`src/rtl/truth_table_sequencer_pkg.sv`:
```
// Shared definitions for truth_table_sequencer: state encoding and vector-count helper.
package tt_seq_pkg;

    localparam int STATE_W = 3;

    typedef logic [STATE_W-1:0] tt_state_t;

    localparam logic [2:0] ST_IDLE    = 3'd0;
    localparam logic [2:0] ST_APPLY   = 3'd1;
    localparam logic [2:0] ST_SETTLE  = 3'd2;
    localparam logic [2:0] ST_CAPTURE = 3'd3;
    localparam logic [2:0] ST_DONE    = 3'd4;

    function automatic int num_vec(input int n_in);
        return 2 ** n_in;
    endfunction

endpackage

```
`src/rtl/tt_settle_timer.sv`:
```
// Settle-time down-counter: loaded while a vector is applied, expires on the last settle cycle.
module tt_settle_timer #(
    parameter int SETTLE = 2
) (
    input  logic clk,
    input  logic rst,
    input  logic load,
    output logic expired
);

    generate
        if (SETTLE == 0) begin : g_passthru
            logic unused_s;
            assign unused_s = ^{clk, rst, load};
            assign expired  = 1'b1;
        end else begin : g_counter
            localparam int CNT_W = (SETTLE > 1) ? $clog2(SETTLE) : 1;
            localparam logic [CNT_W-1:0] LOAD_VAL = CNT_W'(SETTLE - 1);
            localparam logic [CNT_W-1:0] CNT_ONE  = CNT_W'(1);

            logic [CNT_W-1:0] cnt_r;

            // Count remaining settle cycles; zero means the current cycle is the last one.
            always_ff @(posedge clk or posedge rst) begin
                if (rst) begin
                    cnt_r <= '0;
                end else if (load) begin
                    cnt_r <= LOAD_VAL;
                end else if (cnt_r != '0) begin
                    cnt_r <= cnt_r - CNT_ONE;
                end
            end

            assign expired = (cnt_r == '0);
        end
    endgenerate

endmodule

```
`src/rtl/truth_table_sequencer.sv`:
```
// Walks every input vector of a combinational block and checks it against a golden column.
// Optional TTSEQ_CAPTURE_EN adds the 'captured' port holding the observed truth table.
module truth_table_sequencer
    import tt_seq_pkg::*;
#(
    parameter int N_IN   = 3,
    parameter int SETTLE = 2
) (
    input  logic                    clk,
    input  logic                    rst,
    input  logic                    start,
    input  logic [(1<<N_IN)-1:0]    expected,
    output logic [N_IN-1:0]         vec_out,
    input  logic                    dut_out,
    output logic                    busy,
    output logic                    done,
    output logic                    pass,
    output logic [N_IN:0]           fail_count,
    output logic [N_IN-1:0]         first_fail,
    output logic                    first_fail_vld
`ifdef TTSEQ_CAPTURE_EN
    ,
    output logic [(1<<N_IN)-1:0]    captured
`endif
);

    localparam int NUM_VEC = num_vec(N_IN);
    localparam logic [N_IN-1:0] LAST_VEC  = {N_IN{1'b1}};
    localparam logic [N_IN-1:0] VEC_ONE   = {{(N_IN-1){1'b0}}, 1'b1};
    localparam logic [N_IN:0]   FAIL_ONE  = {{N_IN{1'b0}}, 1'b1};
    localparam logic [N_IN:0]   FAIL_MAX  = {1'b1, {N_IN{1'b0}}};
    localparam logic [2:0]      AFTER_APPLY = (SETTLE == 0) ? ST_CAPTURE : ST_SETTLE;

    tt_state_t               state_r;
    tt_state_t               next_s;
    logic [NUM_VEC-1:0]      exp_q_r;
    logic [N_IN-1:0]         vec_r;
    logic                    busy_r;
    logic                    done_r;
    logic                    pass_r;
    logic [N_IN:0]           fail_cnt_r;
    logic [N_IN-1:0]         first_fail_r;
    logic                    first_fail_vld_r;
    logic                    accept_s;
    logic                    mismatch_s;
    logic                    expired_s;
    logic                    load_s;

    assign accept_s   = start && ((state_r == ST_IDLE) || (state_r == ST_DONE));
    assign mismatch_s = dut_out ^ exp_q_r[vec_r];
    assign load_s     = (state_r == ST_APPLY);

    tt_settle_timer #(.SETTLE(SETTLE)) u_settle_timer (
        .clk     (clk),
        .rst     (rst),
        .load    (load_s),
        .expired (expired_s)
    );

    // Next-state decode for the vector walk.
    always_comb begin
        next_s = state_r;
        case (state_r)
            ST_IDLE:    if (start) next_s = ST_APPLY; else next_s = ST_IDLE;
            ST_APPLY:   next_s = AFTER_APPLY;
            ST_SETTLE:  if (expired_s) next_s = ST_CAPTURE; else next_s = ST_SETTLE;
            ST_CAPTURE: if (vec_r == LAST_VEC) next_s = ST_DONE; else next_s = ST_APPLY;
            ST_DONE:    if (start) next_s = ST_APPLY; else next_s = ST_IDLE;
            default:    next_s = ST_IDLE;
        endcase
    end

    // State, stimulus vector and result registers.
    always_ff @(posedge clk or posedge rst) begin
        if (rst) begin
            state_r          <= ST_IDLE;
            exp_q_r          <= '0;
            vec_r            <= '0;
            busy_r           <= 1'b0;
            done_r           <= 1'b0;
            pass_r           <= 1'b0;
            fail_cnt_r       <= '0;
            first_fail_r     <= '0;
            first_fail_vld_r <= 1'b0;
        end else begin
            state_r <= next_s;
            busy_r  <= (next_s == ST_APPLY) || (next_s == ST_SETTLE) || (next_s == ST_CAPTURE);
            done_r  <= (state_r == ST_DONE);
            if (accept_s) begin
                exp_q_r          <= expected;
                vec_r            <= '0;
                pass_r           <= 1'b0;
                fail_cnt_r       <= '0;
                first_fail_vld_r <= 1'b0;
            end else if (state_r == ST_CAPTURE) begin
                if (vec_r != LAST_VEC) begin
                    vec_r <= vec_r + VEC_ONE;
                end
                if (mismatch_s) begin
                    if (fail_cnt_r != FAIL_MAX) begin
                        fail_cnt_r <= fail_cnt_r + FAIL_ONE;
                    end
                    if (!first_fail_vld_r) begin
                        first_fail_r     <= vec_r;
                        first_fail_vld_r <= 1'b1;
                    end
                end
            end
            // pass must coincide with the done pulse, even when a back-to-back start is taken.
            if (state_r == ST_DONE) begin
                pass_r <= (fail_cnt_r == '0);
            end
        end
    end

`ifdef TTSEQ_CAPTURE_EN
    logic [NUM_VEC-1:0] captured_r;

    // Observed truth table, one bit per vector.
    always_ff @(posedge clk or posedge rst) begin
        if (rst) begin
            captured_r <= '0;
        end else if (accept_s) begin
            captured_r <= '0;
        end else if (state_r == ST_CAPTURE) begin
            captured_r[vec_r] <= dut_out;
        end
    end

    assign captured = captured_r;
`endif

    assign vec_out        = vec_r;
    assign busy           = busy_r;
    assign done           = done_r;
    assign pass           = pass_r;
    assign fail_count     = fail_cnt_r;
    assign first_fail     = first_fail_r;
    assign first_fail_vld = first_fail_vld_r;

endmodule
```
`config.mk`:
```
export PLATFORM = sky130hd
export DESIGN_NAME = truth_table_sequencer
export DESIGN_NICKNAME = d
export VERILOG_FILES = /design/src/rtl/truth_table_sequencer_pkg.sv /design/src/rtl/tt_settle_timer.sv /design/src/rtl/truth_table_sequencer.sv
export SDC_FILE = /design/constraint.sdc
export NUM_CORES = 1
export LEC_CHECK = 0
export CAP_MARGIN = 40
export CORE_MARGIN = 2
export CORE_UTILIZATION = 40
export DETAILED_ROUTE_END_ITERATION = 16
export PLACE_DENSITY = 0.65
export SKIP_LAST_GASP = 1
export SYNTH_ARGS = -nofsm -noshare
export SYNTH_HDL_FRONTEND = slang
export SYNTH_SLANG_ARGS = --single-unit
```
`constraint.sdc`:
```
create_clock -name clk -period 5.9 [get_ports clk]
set_clock_uncertainty 0.05 [all_clocks]
set_input_delay 1.18 -clock clk [delete_from_list [all_inputs] [get_ports clk]]
set_output_delay 1.18 -clock clk [all_outputs]
set_load 0.02 [all_outputs]
```
Word-level counts from Yosys, hierarchy flattened
Index checks and enable logic that the tools add are counted.

Logic and storage cells: 63. Register bits after elaboration: 26. Bits of input ports: 12.

Mux-type cells: 20. Add/subtract/negate cells: 3. Equal/unequal tests: 10. Reduce and logical (&&, ||, !) cells: 16. Bitwise gates (word level): 3. $lt $le $gt $ge: 1.

Operators by type and width (count): two-way mux 4 bit (4); equality test 3 x 2 -> 1 bit, second input constant (4); two-way mux 3 bit (4); one-hot mux 3 bit (4 select lines) (1); two-way mux 1 bit (10); nonzero test 2 bit (5); equality test 3 x 1 -> 1 bit, second input constant (2); equality test 3 bit, second input constant (2); adder 4 x 1 -> 4 bit, second input constant (1); zero test 4 bit (1); less-than comparator 3 x 4 -> 1 bit, second input constant (1); != test 4 bit, second input constant (1); AND reduction 2 bit (2); AND reduction 4 bit (1); adder 3 x 1 -> 3 bit, second input constant (1); binary-select mux 1 bit (select 3 bit) (1); zero test 3 bit (1); logical OR 1 bit (3); != test 3 bit, second input constant (1); AND reduction 3 bit (1); NOT 1 bit (2); OR reduction 2 bit (1); logical AND 1 bit (1); subtractor 1 bit, second input constant (1); bitwise XOR 1 bit (1).

Logic depth before layout (Yosys ltp)
Depth after elaboration: 6. Mapped depth: 7. Depth with buffers taken out: 7.

Cells and area by module
From an unflattened synthesis, not the netlist that was laid out.

Cell total of the unflattened synthesis: 107. Area, all modules: 1268.7 µm².

By module, submodules not included: truth_table_sequencer (cells an instance 104, area an instance 1236.2 µm², instances 1); tt_settle_timer (cells an instance 3, area an instance 32.5 µm², instances 1).

Worst setup path before layout
No wires, ideal clock.

Path kind: in2reg. From: in start. To: reg busy_r, in the netlist busy. Setup slack: 3.686 ns. Stages on the path: 4. Arrival time: 2.037 ns. Path through: nand2_1 -> clkbuf_1 -> nand2_1 -> or2_2.

Longest elaborated chain between the ends: 5.

Ends and longest elaborated chain: start, declared (RTL line truth_table_sequencer.sv:11) `input logic start,`; two-way mux 1 bit * (RTL line truth_table_sequencer.sv:64, truth_table_sequencer.sv:68); one-hot mux 3 bit (4 select lines) * (RTL line truth_table_sequencer.sv:63) `case (state_r)`; via next_s[0] (RTL line truth_table_sequencer.sv:35) `tt_state_t next_s;`; equality test 3 x 1 -> 1 bit / equality test 3 x 2 -> 1 bit (equally long branches) (RTL line truth_table_sequencer.sv:87) `busy_r <= (next_s == ST_APPLY) || (next_s == ST_SETTLE) || (next_s == ST_CAPTURE);`; logical OR 1 bit (RTL line truth_table_sequencer.sv:87); logical OR 1 bit * (RTL line truth_table_sequencer.sv:87); end signal, assigned (RTL line truth_table_sequencer.sv:87); end, declared (RTL line truth_table_sequencer.sv:38) `logic busy_r;`.

Mark *: on every way through the listed nets, which the timed path passes. The rest lies on a longest branch. A chain may end at the register's enable or synchronous reset.

Final worst setup path
From: reg vec_r[1], in the netlist vec_out[1]. To: out vec_out[1].

RTL lines: start, declared (RTL line truth_table_sequencer.sv:37) `logic [N_IN-1:0] vec_r;`; start signal, assigned (RTL line truth_table_sequencer.sv:97) `vec_r <= vec_r + VEC_ONE;`; end, declared (RTL line truth_table_sequencer.sv:13) `output logic [N_IN-1:0] vec_out,`.

No word-level cell between the ends.

==> metrics <==
multi-input logic area around 500 um2; routed wire length slightly above 2000 um; area grow syn2layout 27.0%; combinational power share 0.463; area leader, netlist dfrtp_1; Filler cells roughly 260; yosys warns 0; startpoint types register; top-count cell post-synth dfrtp_1; Setup TNS 0 ps; fin nets around 150; Reg clk slew, reported paths between 100 and 150 ps; clk buf depth 2; Max VDD drop roughly 170 uV; origin of the critical flop-to-flop path vec_out[1]; antenna cells 0; slowest stage delay, CP approximately 680 ps; vias in the first global route about 790; CTS hold repair buffers 0; grt ovf 0; CTS Sinks 26; Global Route Usage Sum 0.130; crit path DAT about 1600 ps; Die W ~60 um; fin crit share 0.473; Most used DFF post-synth dfrtp_1; site row count 19; Power Internal roughly 450 uW; Post-CTS Setup Inserts 0; hold crit path type register to register; Die ar. 3460 um2; Yosys top cell area share 0.542; Seq pwr share 0.439; FMAX 359 MHz; First-pass DRT Iterations 11; Hold Crit Start first_fail[1]; synth cell count leaders 26 x dfrtp_1, 14 x nand2_1, 11 x mux2_2; first-pass GRT wire length 3440 um; synth top area cells dfrtp_1 54%, mux2_2 10%, mux2i_1 5.8%; DRC viols 3; Starting Density 0.428; htree depth 1; fraction of registers with async set/reset 1.00; post-route ant nets 0; power per cell area roughly 470 nW/um2; Worst-Margin Slew between 600 and 700 ps; syn avg cell area around 12 um2; RSZ-0062 raised after global routing false; routability congestion estimate around 0.70; CTS tree yes; fin crit period around 2800 ps; storage element area between 600 and 700 um2; number of hold violations in the final report 0; initial antenna violation count 0; largest net degree at the start of global routing 19; EDFF count, synth 0; Synth Instances 100; Synth Register Bits 26; Core Region approximately 2800 um2; Die Ht ~59 um; Crit. Startpoint vec_out[1]; normalized max-slew margin 0.562; later-pin clock latency in the skew report around 300 ps; Num CTS Buffers 3; P_leak a little under 0.0007 uW; clock root buffer clkbuf_4; Final Util 0.544; final setup fails 0; Worst Path Required approximately 4700 ps; # port buffers 25; via count between 800 and 900; critical-path cell list clkdlybuf4s50_1; DRT iter0 DRCs 42; crit end category primary output; switching share of power 0.370; vias per inst between 5 and 6; Seq/Total Area, Yosys 0.542; CP max FO 8; failing checks design-rule violations; max_cap viols 0; IO Pins 26; P_sw 266 uW; synth unique cells 24; net count after synthesis ~120; critical path class register to primary output; Clk pwr share 0.098; outcome finished, violations left; DR WL/cell roughly 13 um; area of the mapped netlist between 1000 and 1500 um2; layout cells sized above 1 0.142; Final Max Tran Viols 0; post-CTS resize count 0; DP HPWL approximately 1500 um; Crit path buffers/inverters 1; Top delay family on crit path buffers and inverters; Slowest-stage cell, CP clkdlybuf4s50_1
[metrics by stage]
stage	std cells	total power, uW	worst slack (ps)	area (um2)	hold slack [ps]
6_report	158	717	3110	1530	460
4_1_cts	158	729	3110	1530	464
5_1_grt	158	777	3040	1530	498
3_5_place_dp	155	657	3200	1500	433
2_1_floorplan	100	543	3690	1200	406
3_3_place_gp	154	644	3230	1480	419
[path summary, 6_finish.rpt]
path / endpoint / slack, ps / cells after the start
max in group asynchronous: first_fail[2] / 4220 / 3
min in group asynchronous: state_r[1] / 1140 / 2
worst min register to register: first_fail[1] / 460 / 1
worst max register to register: first_fail[0] / 3730 / 5
worst min-delay path: first_fail[1] / 460 / 1
worst max-delay path: vec_out[1] / 3110 / 1
[cell families after synthesis]
kind of cell,synth area share
AO/OA/AOI/OAI,0.0344
flip-flops,0.542
multiplexers,0.190
XOR/XNOR,0.0219
adder cells (fa/ha/maj),0.0417
buffers and inverters,0.0312
AND/OR/NAND/NOR,0.140
[placed cells by master (no fill, tap or decap)]
| master | count |
|---|---|
| buf_16 | 1 |
| clkdlybuf4s50_1 | 25 |
| nor2_1 | 5 |
| o21ai_0 | 5 |
| xnor2_1 | 2 |
| nor3_1 | 1 |
| nor2b_1 | 2 |
| nand2_1 | 14 |
| dfrtp_1 | 26 |
| inv_1 | 6 |
| xor2_1 | 1 |
| clkbuf_4 | 3 |
| nand3_1 | 2 |
| mux2_2 | 11 |
| mux2i_1 | 7 |
| mux2_1 | 1 |
| o41ai_1 | 1 |
| and3b_1 | 1 |
| nand3b_1 | 3 |
| nor3_4 | 1 |
| o21a_1 | 1 |
| or2_2 | 1 |
| ha_1 | 4 |
| mux4_2 | 1 |
| nor3b_1 | 2 |
[registers in the layout, indices dropped and copies added (netlist names)]
register,count
vec_out,3
first_fail,3
exp_q_r,8
state_r,3
fail_count,4
u_settle_timer.g_counter.cnt_r,1
first_fail_vld,1
done,1
busy,1
pass,1
[power by group through the flow]
| stage | combinational, uW | sequential (uW) | clock [uW] |
|---|---|---|---|
| after floorplan | 202 | 340 | 0 |
| after global placement | 328 | 316 | 0 |
| after detailed placement | 337 | 320 | 0 |
| after CTS | 338 | 316 | 74.7 |
| after global routing | 368 | 327 | 82.6 |
| final | 332 | 315 | 70.6 |
[cell type report]
cell class / instances / share of cell area
Timing Repair Buffer: 26 / 0.182
Sequential cell: 26 / 0.427
Multi-Input combinational cell: 66 / 0.336
Clock buffer: 3 / 0.0148
Inverter: 6 / 0.0148
Tap cell: 31 / 0.0254
[per-layer routing]
| metal | up-vias | track usage | share of wire |
|---|---|---|---|
| li1 | 396 | - | - |
| met1 | 390 | 0.170 | 0.46 |
| met2 | 18 | 0.222 | 0.48 |
| met3 | 2 | 0.0198 | 0.050 |
| met4 | 0 | 0.0390 | 0.0094 |
| met5 | - | 0 | 0 |
(Power assumes the default switching activity.)
